### src/rtl/regfile_wb_arbiter_if.sv
// rtl/regfile_wb_arbiter_if.sv - writeback arbiter bus: requesters, issue/hazard lookup, write port
//
// Purpose: groups every non-clock, non-reset signal of regfile_wb_arbiter.
// Signals:
//   ReqA_Valid/Ready/Reg/Data  requester A (ALU path) handshake and payload
//   ReqB_Valid/Ready/Reg/Data  requester B (load/mul path) handshake and payload
//   Iss_Valid/Iss_Reg          destination of the instruction issuing this cycle
//   RA/RB, BusyA/BusyB         hazard lookup addresses and their busy bits
//   Busy_Vec                   registered busy scoreboard, one bit per register
//   RegWr/RW/BusW              registered register-file write port
// Modports: slave = arbiter side, master = requester/pipeline side.
interface regfile_wb_arbiter_if #(
  parameter int DATA_W = 32,
  parameter int ADDR_W = 5
);
  localparam int NREGS = 2 ** ADDR_W;

  logic              ReqA_Valid;
  logic              ReqA_Ready;
  logic [ADDR_W-1:0] ReqA_Reg;
  logic [DATA_W-1:0] ReqA_Data;

  logic              ReqB_Valid;
  logic              ReqB_Ready;
  logic [ADDR_W-1:0] ReqB_Reg;
  logic [DATA_W-1:0] ReqB_Data;

  logic              Iss_Valid;
  logic [ADDR_W-1:0] Iss_Reg;

  logic [ADDR_W-1:0] RA;
  logic [ADDR_W-1:0] RB;
  logic              BusyA;
  logic              BusyB;
  logic [NREGS-1:0]  Busy_Vec;

  logic              RegWr;
  logic [ADDR_W-1:0] RW;
  logic [DATA_W-1:0] BusW;

  modport slave (
    input  ReqA_Valid, ReqA_Reg, ReqA_Data,
    input  ReqB_Valid, ReqB_Reg, ReqB_Data,
    input  Iss_Valid, Iss_Reg, RA, RB,
    output ReqA_Ready, ReqB_Ready,
    output BusyA, BusyB, Busy_Vec,
    output RegWr, RW, BusW
  );

  modport master (
    output ReqA_Valid, ReqA_Reg, ReqA_Data,
    output ReqB_Valid, ReqB_Reg, ReqB_Data,
    output Iss_Valid, Iss_Reg, RA, RB,
    input  ReqA_Ready, ReqB_Ready,
    input  BusyA, BusyB, Busy_Vec,
    input  RegWr, RW, BusW
  );
endinterface

### src/rtl/regfile_wb_arbiter.sv
// rtl/regfile_wb_arbiter.sv - shares the register-file write port between two writeback requesters
//
// Purpose: arbitrates requesters A and B (round-robin or A-first) onto a
// registered single write port, and keeps a per-register busy scoreboard
// for read-operand hazard checks.
// Ports:
//   Clk    clock, all state changes on posedge
//   Reset  synchronous active-high reset
//   bus    regfile_wb_arbiter_if.slave (handshakes, issue, hazard lookup, write port)
module regfile_wb_arbiter #(
  parameter int DATA_W      = 32,
  parameter int ADDR_W      = 5,
  parameter int PRIORITY_RR = 1
) (
  input  logic                  Clk,
  input  logic                  Reset,
  regfile_wb_arbiter_if.slave   bus
);
  localparam int NREGS = 2 ** ADDR_W;

  // 1 = B was granted last; resets to B so A wins the first conflict
  logic              r_last_gnt_b;
  logic              r_reg_wr;
  logic [ADDR_W-1:0] r_rw;
  logic [DATA_W-1:0] r_busw;
  logic [NREGS-1:0]  r_busy;

  logic              w_gnt_a;
  logic              w_gnt_b;
  logic              w_xfer;
  logic [ADDR_W-1:0] w_xfer_reg;
  logic [DATA_W-1:0] w_xfer_data;
  logic [NREGS-1:0]  w_busy_nxt;

  // Grant: at most one per cycle, never without Valid, none during reset
  always_comb begin
    w_gnt_a = 1'b0;
    w_gnt_b = 1'b0;
    if (!Reset) begin
      if (bus.ReqA_Valid && bus.ReqB_Valid) begin
        if ((PRIORITY_RR != 0) && !r_last_gnt_b) begin
          w_gnt_b = 1'b1;
        end else begin
          w_gnt_a = 1'b1;
        end
      end else begin
        w_gnt_a = bus.ReqA_Valid;
        w_gnt_b = bus.ReqB_Valid;
      end
    end
  end

  assign w_xfer      = w_gnt_a || w_gnt_b;
  assign w_xfer_reg  = w_gnt_b ? bus.ReqB_Reg  : bus.ReqA_Reg;
  assign w_xfer_data = w_gnt_b ? bus.ReqB_Data : bus.ReqA_Data;

  // Scoreboard next state: the clear is applied first so a same-edge issue
  // of the same register wins (a new producer is now in flight).
  always_comb begin
    w_busy_nxt = r_busy;
    if (w_xfer) begin
      w_busy_nxt[w_xfer_reg] = 1'b0;
    end
    if (bus.Iss_Valid) begin
      w_busy_nxt[bus.Iss_Reg] = 1'b1;
    end
    w_busy_nxt[0] = 1'b0;
  end

  always_ff @(posedge Clk) begin
    if (Reset) begin
      r_last_gnt_b <= 1'b1;
      r_reg_wr     <= 1'b0;
      r_rw         <= '0;
      r_busw       <= '0;
      r_busy       <= '0;
    end else begin
      // Register 0 is accepted like any other but never written
      r_reg_wr <= w_xfer && (w_xfer_reg != '0);
      if (w_xfer) begin
        r_rw         <= w_xfer_reg;
        r_busw       <= w_xfer_data;
        r_last_gnt_b <= w_gnt_b;
      end
      r_busy <= w_busy_nxt;
    end
  end

  assign bus.ReqA_Ready = w_gnt_a;
  assign bus.ReqB_Ready = w_gnt_b;
  assign bus.RegWr      = r_reg_wr;
  assign bus.RW         = r_rw;
  assign bus.BusW       = r_busw;
  assign bus.Busy_Vec   = r_busy;
  // Lookups read the registered vector only; no same-cycle bypass
  assign bus.BusyA      = r_busy[bus.RA];
  assign bus.BusyB      = r_busy[bus.RB];
endmodule
### src/flat_wrapper.sv
// flat-port wrapper written by rule: the top's interface ports become plain ports
module regfile_wb_arbiter_flat 
#(
  parameter int DATA_W      = 32,
  parameter int ADDR_W      = 5,
  parameter int PRIORITY_RR = 1
)
  (Clk, Reset, bus_ReqA_Valid, bus_ReqA_Reg, bus_ReqA_Data, bus_ReqB_Valid, bus_ReqB_Reg, bus_ReqB_Data, bus_Iss_Valid, bus_Iss_Reg, bus_RA, bus_RB, bus_ReqA_Ready, bus_ReqB_Ready, bus_BusyA, bus_BusyB, bus_Busy_Vec, bus_RegWr, bus_RW, bus_BusW);
  regfile_wb_arbiter_if #(.DATA_W(DATA_W), .ADDR_W(ADDR_W)) bus_i ();
  input  logic Clk;
  input  logic Reset;
  input wire logic [$bits(bus_i.ReqA_Valid)-1:0] bus_ReqA_Valid;
  input wire logic [$bits(bus_i.ReqA_Reg)-1:0] bus_ReqA_Reg;
  input wire logic [$bits(bus_i.ReqA_Data)-1:0] bus_ReqA_Data;
  input wire logic [$bits(bus_i.ReqB_Valid)-1:0] bus_ReqB_Valid;
  input wire logic [$bits(bus_i.ReqB_Reg)-1:0] bus_ReqB_Reg;
  input wire logic [$bits(bus_i.ReqB_Data)-1:0] bus_ReqB_Data;
  input wire logic [$bits(bus_i.Iss_Valid)-1:0] bus_Iss_Valid;
  input wire logic [$bits(bus_i.Iss_Reg)-1:0] bus_Iss_Reg;
  input wire logic [$bits(bus_i.RA)-1:0] bus_RA;
  input wire logic [$bits(bus_i.RB)-1:0] bus_RB;
  output wire logic [$bits(bus_i.ReqA_Ready)-1:0] bus_ReqA_Ready;
  output wire logic [$bits(bus_i.ReqB_Ready)-1:0] bus_ReqB_Ready;
  output wire logic [$bits(bus_i.BusyA)-1:0] bus_BusyA;
  output wire logic [$bits(bus_i.BusyB)-1:0] bus_BusyB;
  output wire logic [$bits(bus_i.Busy_Vec)-1:0] bus_Busy_Vec;
  output wire logic [$bits(bus_i.RegWr)-1:0] bus_RegWr;
  output wire logic [$bits(bus_i.RW)-1:0] bus_RW;
  output wire logic [$bits(bus_i.BusW)-1:0] bus_BusW;
  assign bus_i.ReqA_Valid = bus_ReqA_Valid;
  assign bus_i.ReqA_Reg = bus_ReqA_Reg;
  assign bus_i.ReqA_Data = bus_ReqA_Data;
  assign bus_i.ReqB_Valid = bus_ReqB_Valid;
  assign bus_i.ReqB_Reg = bus_ReqB_Reg;
  assign bus_i.ReqB_Data = bus_ReqB_Data;
  assign bus_i.Iss_Valid = bus_Iss_Valid;
  assign bus_i.Iss_Reg = bus_Iss_Reg;
  assign bus_i.RA = bus_RA;
  assign bus_i.RB = bus_RB;
  assign bus_ReqA_Ready = bus_i.ReqA_Ready;
  assign bus_ReqB_Ready = bus_i.ReqB_Ready;
  assign bus_BusyA = bus_i.BusyA;
  assign bus_BusyB = bus_i.BusyB;
  assign bus_Busy_Vec = bus_i.Busy_Vec;
  assign bus_RegWr = bus_i.RegWr;
  assign bus_RW = bus_i.RW;
  assign bus_BusW = bus_i.BusW;
  regfile_wb_arbiter #(.DATA_W(DATA_W), .ADDR_W(ADDR_W), .PRIORITY_RR(PRIORITY_RR)) u_core (.Clk(Clk), .Reset(Reset), .bus(bus_i));
endmodule
### config.mk
export PLATFORM = sky130hd
export DESIGN_NAME = regfile_wb_arbiter_flat
export DESIGN_NICKNAME = d
export VERILOG_FILES = /design/src/rtl/regfile_wb_arbiter_if.sv /design/src/rtl/regfile_wb_arbiter.sv /design/src/flat_wrapper.sv
export SDC_FILE = /design/constraint.sdc
export NUM_CORES = 1
export LEC_CHECK = 0
export ABC_AREA = 1
export BUFFER_PORTS_ARGS = -buffer_cell sky130_fd_sc_hd__buf_2
export CELL_PAD_IN_SITES_DETAIL_PLACEMENT = 1
export CELL_PAD_IN_SITES_GLOBAL_PLACEMENT = 2
export CORE_MARGIN = 3
export CORE_UTILIZATION = 23
export CTS_CLUSTER_SIZE = 40
export DETAILED_ROUTE_END_ITERATION = 7
export GPL_TIMING_DRIVEN = 0
export MAX_ROUTING_LAYER = met4
export PLACE_DENSITY = 0.81
export SYNTH_ARGS = -nofsm -noshare
export SYNTH_HDL_FRONTEND = slang
export SYNTH_SLANG_ARGS = --single-unit
### constraint.sdc
create_clock -name Clk -period 1.7 [get_ports Clk]
set_clock_uncertainty 0.2 [all_clocks]
set_input_delay 0.255 -clock Clk [delete_from_list [all_inputs] [get_ports Clk]]
set_output_delay 0.255 -clock Clk [all_outputs]
set_load 0.005 [all_outputs]
[Word-level counts from Yosys, hierarchy flattened]
Cells that the tools add are included.
Word-level totals
  register bits after elaboration: 71
  logic and storage cells: 39
Cells by class
  magnitude comparators: 6
  mux-type cells: 18
  bitwise operators: 3
  reduce and logical (&&, ||, !) cells: 6
Operator list (number)
  32-bit two-way mux: 3
  32-bit AND: 1
  32-bit NOT: 1
  32-bit bitwise OR: 1
  5-bit by 6-bit < comparator with 1-bit output, second input constant: 4
  1-bit binary-select mux with 5-bit select: 2
  1-bit demux with 5-bit select: 2
  5-bit by 1-bit >= comparator with 1-bit output, second input constant: 2
  1-bit two-way mux: 10
  5-bit two-way mux: 1
  5-bit nonzero test: 1
  1-bit logical AND: 4
  1-bit logical OR: 1

[Logic depth before layout (Yosys ltp)]
  depth after elaboration: 13
  mapped depth: 11
  depth with buffers taken out: 9

[Worst setup path before layout]
OpenSTA, ideal clock, no wires.
  path type: in2out
  start: input port Reset
  end: output port bus_ReqA_Ready
  data arrival time: 1.105 ns
  setup slack: 0.140 ns
  cell stages on the path: 6
  buffers on the path: 3
  cell sequence: buf_6 -> inv_4 -> buf_2 -> buf_1 -> nand2_1 -> a21oi_1
On the way
  word-level cells in the longest chain between the ends: 1
Ends and longest elaborated chain
  start, declared: RTL line flat_wrapper.sv:11  | input logic Reset;
  1-bit two-way mux: RTL line regfile_wb_arbiter.sv:39  | if (!Reset) begin
  end, declared: RTL line flat_wrapper.sv:22  | output wire logic [$bits(bus_i.ReqA_Ready)-1:0] bus_ReqA_Ready;
Every way passes these cells.

[Worst setup path in the final report]
  start: register u_core.r_busy[6], in the netlist u_core.bus.Busy_Vec[6]
  end: output port bus_BusyB
On the way
  word-level cells in the longest chain between the ends: 2
Ends and longest elaborated chain
  start, declared: RTL line regfile_wb_arbiter.sv:26  | logic [NREGS-1:0] r_busy;
  start signal, assigned: RTL line regfile_wb_arbiter.sv:85  | r_busy <= w_busy_nxt;
  1-bit binary-select mux with 5-bit select: RTL line regfile_wb_arbiter.sv:97  | assign bus.BusyB = r_busy[bus.RB];
  1-bit two-way mux (implied by the code): RTL line regfile_wb_arbiter.sv:97
  end, declared: RTL line flat_wrapper.sv:25  | output wire logic [$bits(bus_i.BusyB)-1:0] bus_BusyB;
Every way passes these cells. The select of a mux whose other input is x is not followed.

==> out/results.tsv <==
stage	metric	value	unit
synth	Area contributors post-synth	dfxtp_1 37%, nand2_1 19%, nand3_1 12%	
place	PortBufs	163	
timing	Tcrit/Tclk final	105	%
min_path	Worst Hold End	u_core.bus.BusW[20]	
routing	# DRC	0	
routing	vias per cell	4.73	
floorplanning	Starting Density	23.5	%
outcome	status	complete, but fails checks	
global_routing	GR Overflow Total	0	
routing	Starting DRT DRC Count	213	
global_routing	GRT busiest layer	met2	
synth	post-synthesis cell type count	26	
routing	via count	4844	
clock_tree	H-tree depth	3	
final_layout	post-route cell area	0.00599	mm2
final_layout	Final Util	37.6	%
synth	sequential area share after synthesis	37.4	%
global_routing	pin count of the biggest net entering global routing	20	
timing	Peak Freq	558	MHz
clock_tree	CTS tree	done	
clock_tree	clk sinks	70	
final_layout	final net count	895	
synth	Top FF cell, synth	dfxtp_1	
timing	fin. max-slew vios	0	
clock_tree	Reg clk slew, reported paths	0.06	ns
routing	iteration count of the initial detailed-routing pass	5	
synth	fraction of registers with async set/reset	0	%
outcome	failing checks	hold timing, setup timing	
place	HPWL after DPL	13100	um
synth	Synth Cell Area	0.00375	mm2
global_routing	grt met1 use	21.9	%
routing	Avg WL per Cell	16.7	um
clock_tree	clock root buffer	clkbuf_16	
min_path	hold depth	3	
floorplanning	FP Rows	46	
min_path	HP Start	bus_ReqB_Data[20]	
synth	cell count after synthesis	586	
run	MaxCap Viol Count	0	
synth	number of flops mapped to enable cells by yosys	0	
setup_path	Req. time, crit path	1.24	ns
setup_path	Startpoint Class	flip-flop	
timing	fin crit period	1.79	ns
global_routing	grt met3 use	4.49	%
synth	YS warnings	0	
timing	pin slew with the least headroom to its limit	1.13	ns
setup_path	WP data arrival	1.34	ns
synth	top-area cell type share of the netlist area	37.4	%
place	placer congestion estimate	0.886	
global_routing	Tot GR Track Use	19.0	%
place	placed instance count	965	
setup_path	Reg2Reg Capture Point	u_core.bus.Busy_Vec[21]	
synth	Avg Inst Size Synth	6.40	um2
final_layout	Fill cells	2044	
place	area post-placement	0.00483	mm2
synth	area leader, netlist	dfxtp_1	
timing	setup TNS	-0.261	ns
timing	setup violators final	8	
global_routing	global-route met2 utilization	32.7	%
global_routing	initial antenna violation count	2	
routing	number of routed nets with antenna violations	0	
final_layout	share of cells above drive strength 1	39.2	%
timing	unrepaired setup endpoints after global routing	yes	
power	Pwr Density	794	mW/mm2
setup_path	R2R setup slack	-0.03	ns
setup_path	Max FO, Critical Path	2	
floorplanning	IO Count	168	
final_layout	Area Overhead vs Synth	59.8	%
routing	final WL	17100	um
timing	Hold Vio Cnt, Final	2	
power	Worst IR Drop VDD	0.370	mV
floorplanning	Die Wd	134	um
setup_path	crit end category	output port	
timing	Slew headroom	24.0	%
timing	PnR worst setup slack	-0.0916	ns
min_path	Hold WC Path Type	in -> reg	
global_routing	first-pass GRT wire length	26700	um
setup_path	Critical R2R Launch	u_core.r_last_gnt_b	
power	Leak Pwr	2.66	nW
global_routing	vias in the first global route	5251	
floorplanning	Die Ht	134	um
synth	Yosys reg bits	70	
synth	Synth Net Count	680	
timing	worst hold-check slack	-0.00440	ns
setup_path	R2R cell count	10	
final_layout	final std cells w/o fill	1024	
clock_tree	CTS max path bufs	2	
floorplanning	core area	0.0159	mm2
clock_tree	Clock Latency Late Sink	0.34	ns
setup_path	critical path type	reg -> out	
clock_tree	total CTS buffers	9	
floorplanning	Total Die Area	0.0179	mm2
setup_path	CP Launch Point	u_core.bus.Busy_Vec[6]	
## final cells by class
type | instances | area, um2 | share of cell area, %
inverters | 35 | 146 | 2.44
plain buffers | 26 | 171 | 2.86
flip-flops and latches | 70 | 1480 | 24.7
clock buffers | 11 | 253 | 4.22
repair buffers | 207 | 1230 | 20.6
well taps | 216 | 270 | 4.51
multi-input cells | 452 | 2350 | 39.3
diodes | 2 | 5.00 | 0.0836
clock inverters | 5 | 81.3 | 1.36
## worst max-delay path, cell delays in order, from the launching register on
cell	delay, ns
dfxtp_2	0.33
inv_2	0.04
a21oi_2	0.09
o21ai_1	0.07
nand3_1	0.09
nand3_1	0.08
nand2_1	0.07
nand2_1	0.06
nand2_1	0.06
buf_2	0.11
## layout by cell type (no fill, tap or decap), types with 5 or more instances in the layout
cell type,count
dfxtp_2,15
dfxtp_4,15
buf_2,168
clkbuf_1,9
dlygate4sd3_1,20
dfxtp_1,40
a21oi_1,30
o21ai_1,12
o211ai_1,5
inv_1,25
nand3_1,82
nand2_4,14
buf_4,23
nor2_4,14
nor3_1,10
nor2_1,33
clkbuf_16,9
o21ai_0,57
nand2_1,165
nand2_2,11
## worst max-delay path by stage
stage                      to  slack (ns)
2_1_floorplan  bus_ReqA_Ready        0.14
3_3_place_gp        bus_BusyB       -0.29
3_5_place_dp        bus_BusyB       -0.34
4_1_cts             bus_BusyB       -0.12
5_1_grt             bus_BusyB       -0.21
6_report            bus_BusyB       -0.09
## power by group
group	total (mW)	leakage (nW)	switching, mW	internal, mW
Combinational	0.884	1.90	0.509	0.375
Sequential	1.76	0.593	0.0538	1.71
Clock	2.11	0.162	0.746	1.36
Total	4.76	2.66	1.31	3.45
## cells in the mapped netlist, types with 2 or more instances
cell type    n
clkbuf_1    16
clkinv_1     2
buf_2        9
o21ai_1      8
inv_1       28
nor2_2       9
o211ai_1     5
dfxtp_1     70
o21ai_0     61
nor2_1      33
nand3_1     88
nand2_1    185
nor3_1      12
buf_6        2
inv_2        4
nand2_2      7
a21oi_1     34
nor2_4       5
## per-stage QoR
step	total power [mW]	setup slack, ns	hold WS (ns)
3_3_place_gp	2.49	-0.292	0.261
3_5_place_dp	2.51	-0.337	0.268
4_1_cts	4.69	-0.116	0.0000530
5_1_grt	4.95	-0.211	0.0176
6_report	4.76	-0.0916	-0.00440
2_1_floorplan	2.16	0.140	0.216
## kinds of logic (layout without fill, tap and decap cells)
family | after synthesis | in the layout | synth area share [%]
simple gates | 341 | 341 | 40.1
flops | 70 | 70 | 37.4
other cells | 1 | 3 | 0.100
compound gates | 110 | 110 | 15.2
buf+inv | 64 | 284 | 7.28
## what timing repair did
| item | CTS | global route |
|---|---|---|
| hold buffers | 20 | 0 |
| endpoints found under the setup margin | 42 | 55 |
| resized for setup | 69 | 77 |
| pin swaps | 12 | 44 |
| buffers inserted | 14 | 10 |
| endpoints found under the hold margin | 20 | 0 |
## layer usage
| metal | share of wire [%] | wire length [um] | vias to the layer above |
|---|---|---|---|
| li1 | - | - | 2368 |
| met1 | 42 | 7130 | 2304 |
| met2 | 50 | 8590 | 146 |
| met3 | 6.3 | 1080 | 26 |
| met4 | 2.0 | 348 | 0 |
| met5 | 0 | 0 | - |
## state kept, by name, indices dropped and copies added (netlist names)
| signal | flops |
|---|---|
| u_core.bus.BusW | 32 |
| u_core.r_last_gnt_b | 1 |
| u_core.bus.RW | 5 |
| u_core.bus.RegWr | 1 |
| u_core.bus.Busy_Vec | 31 |
Power figures use the tool's default switching activity.
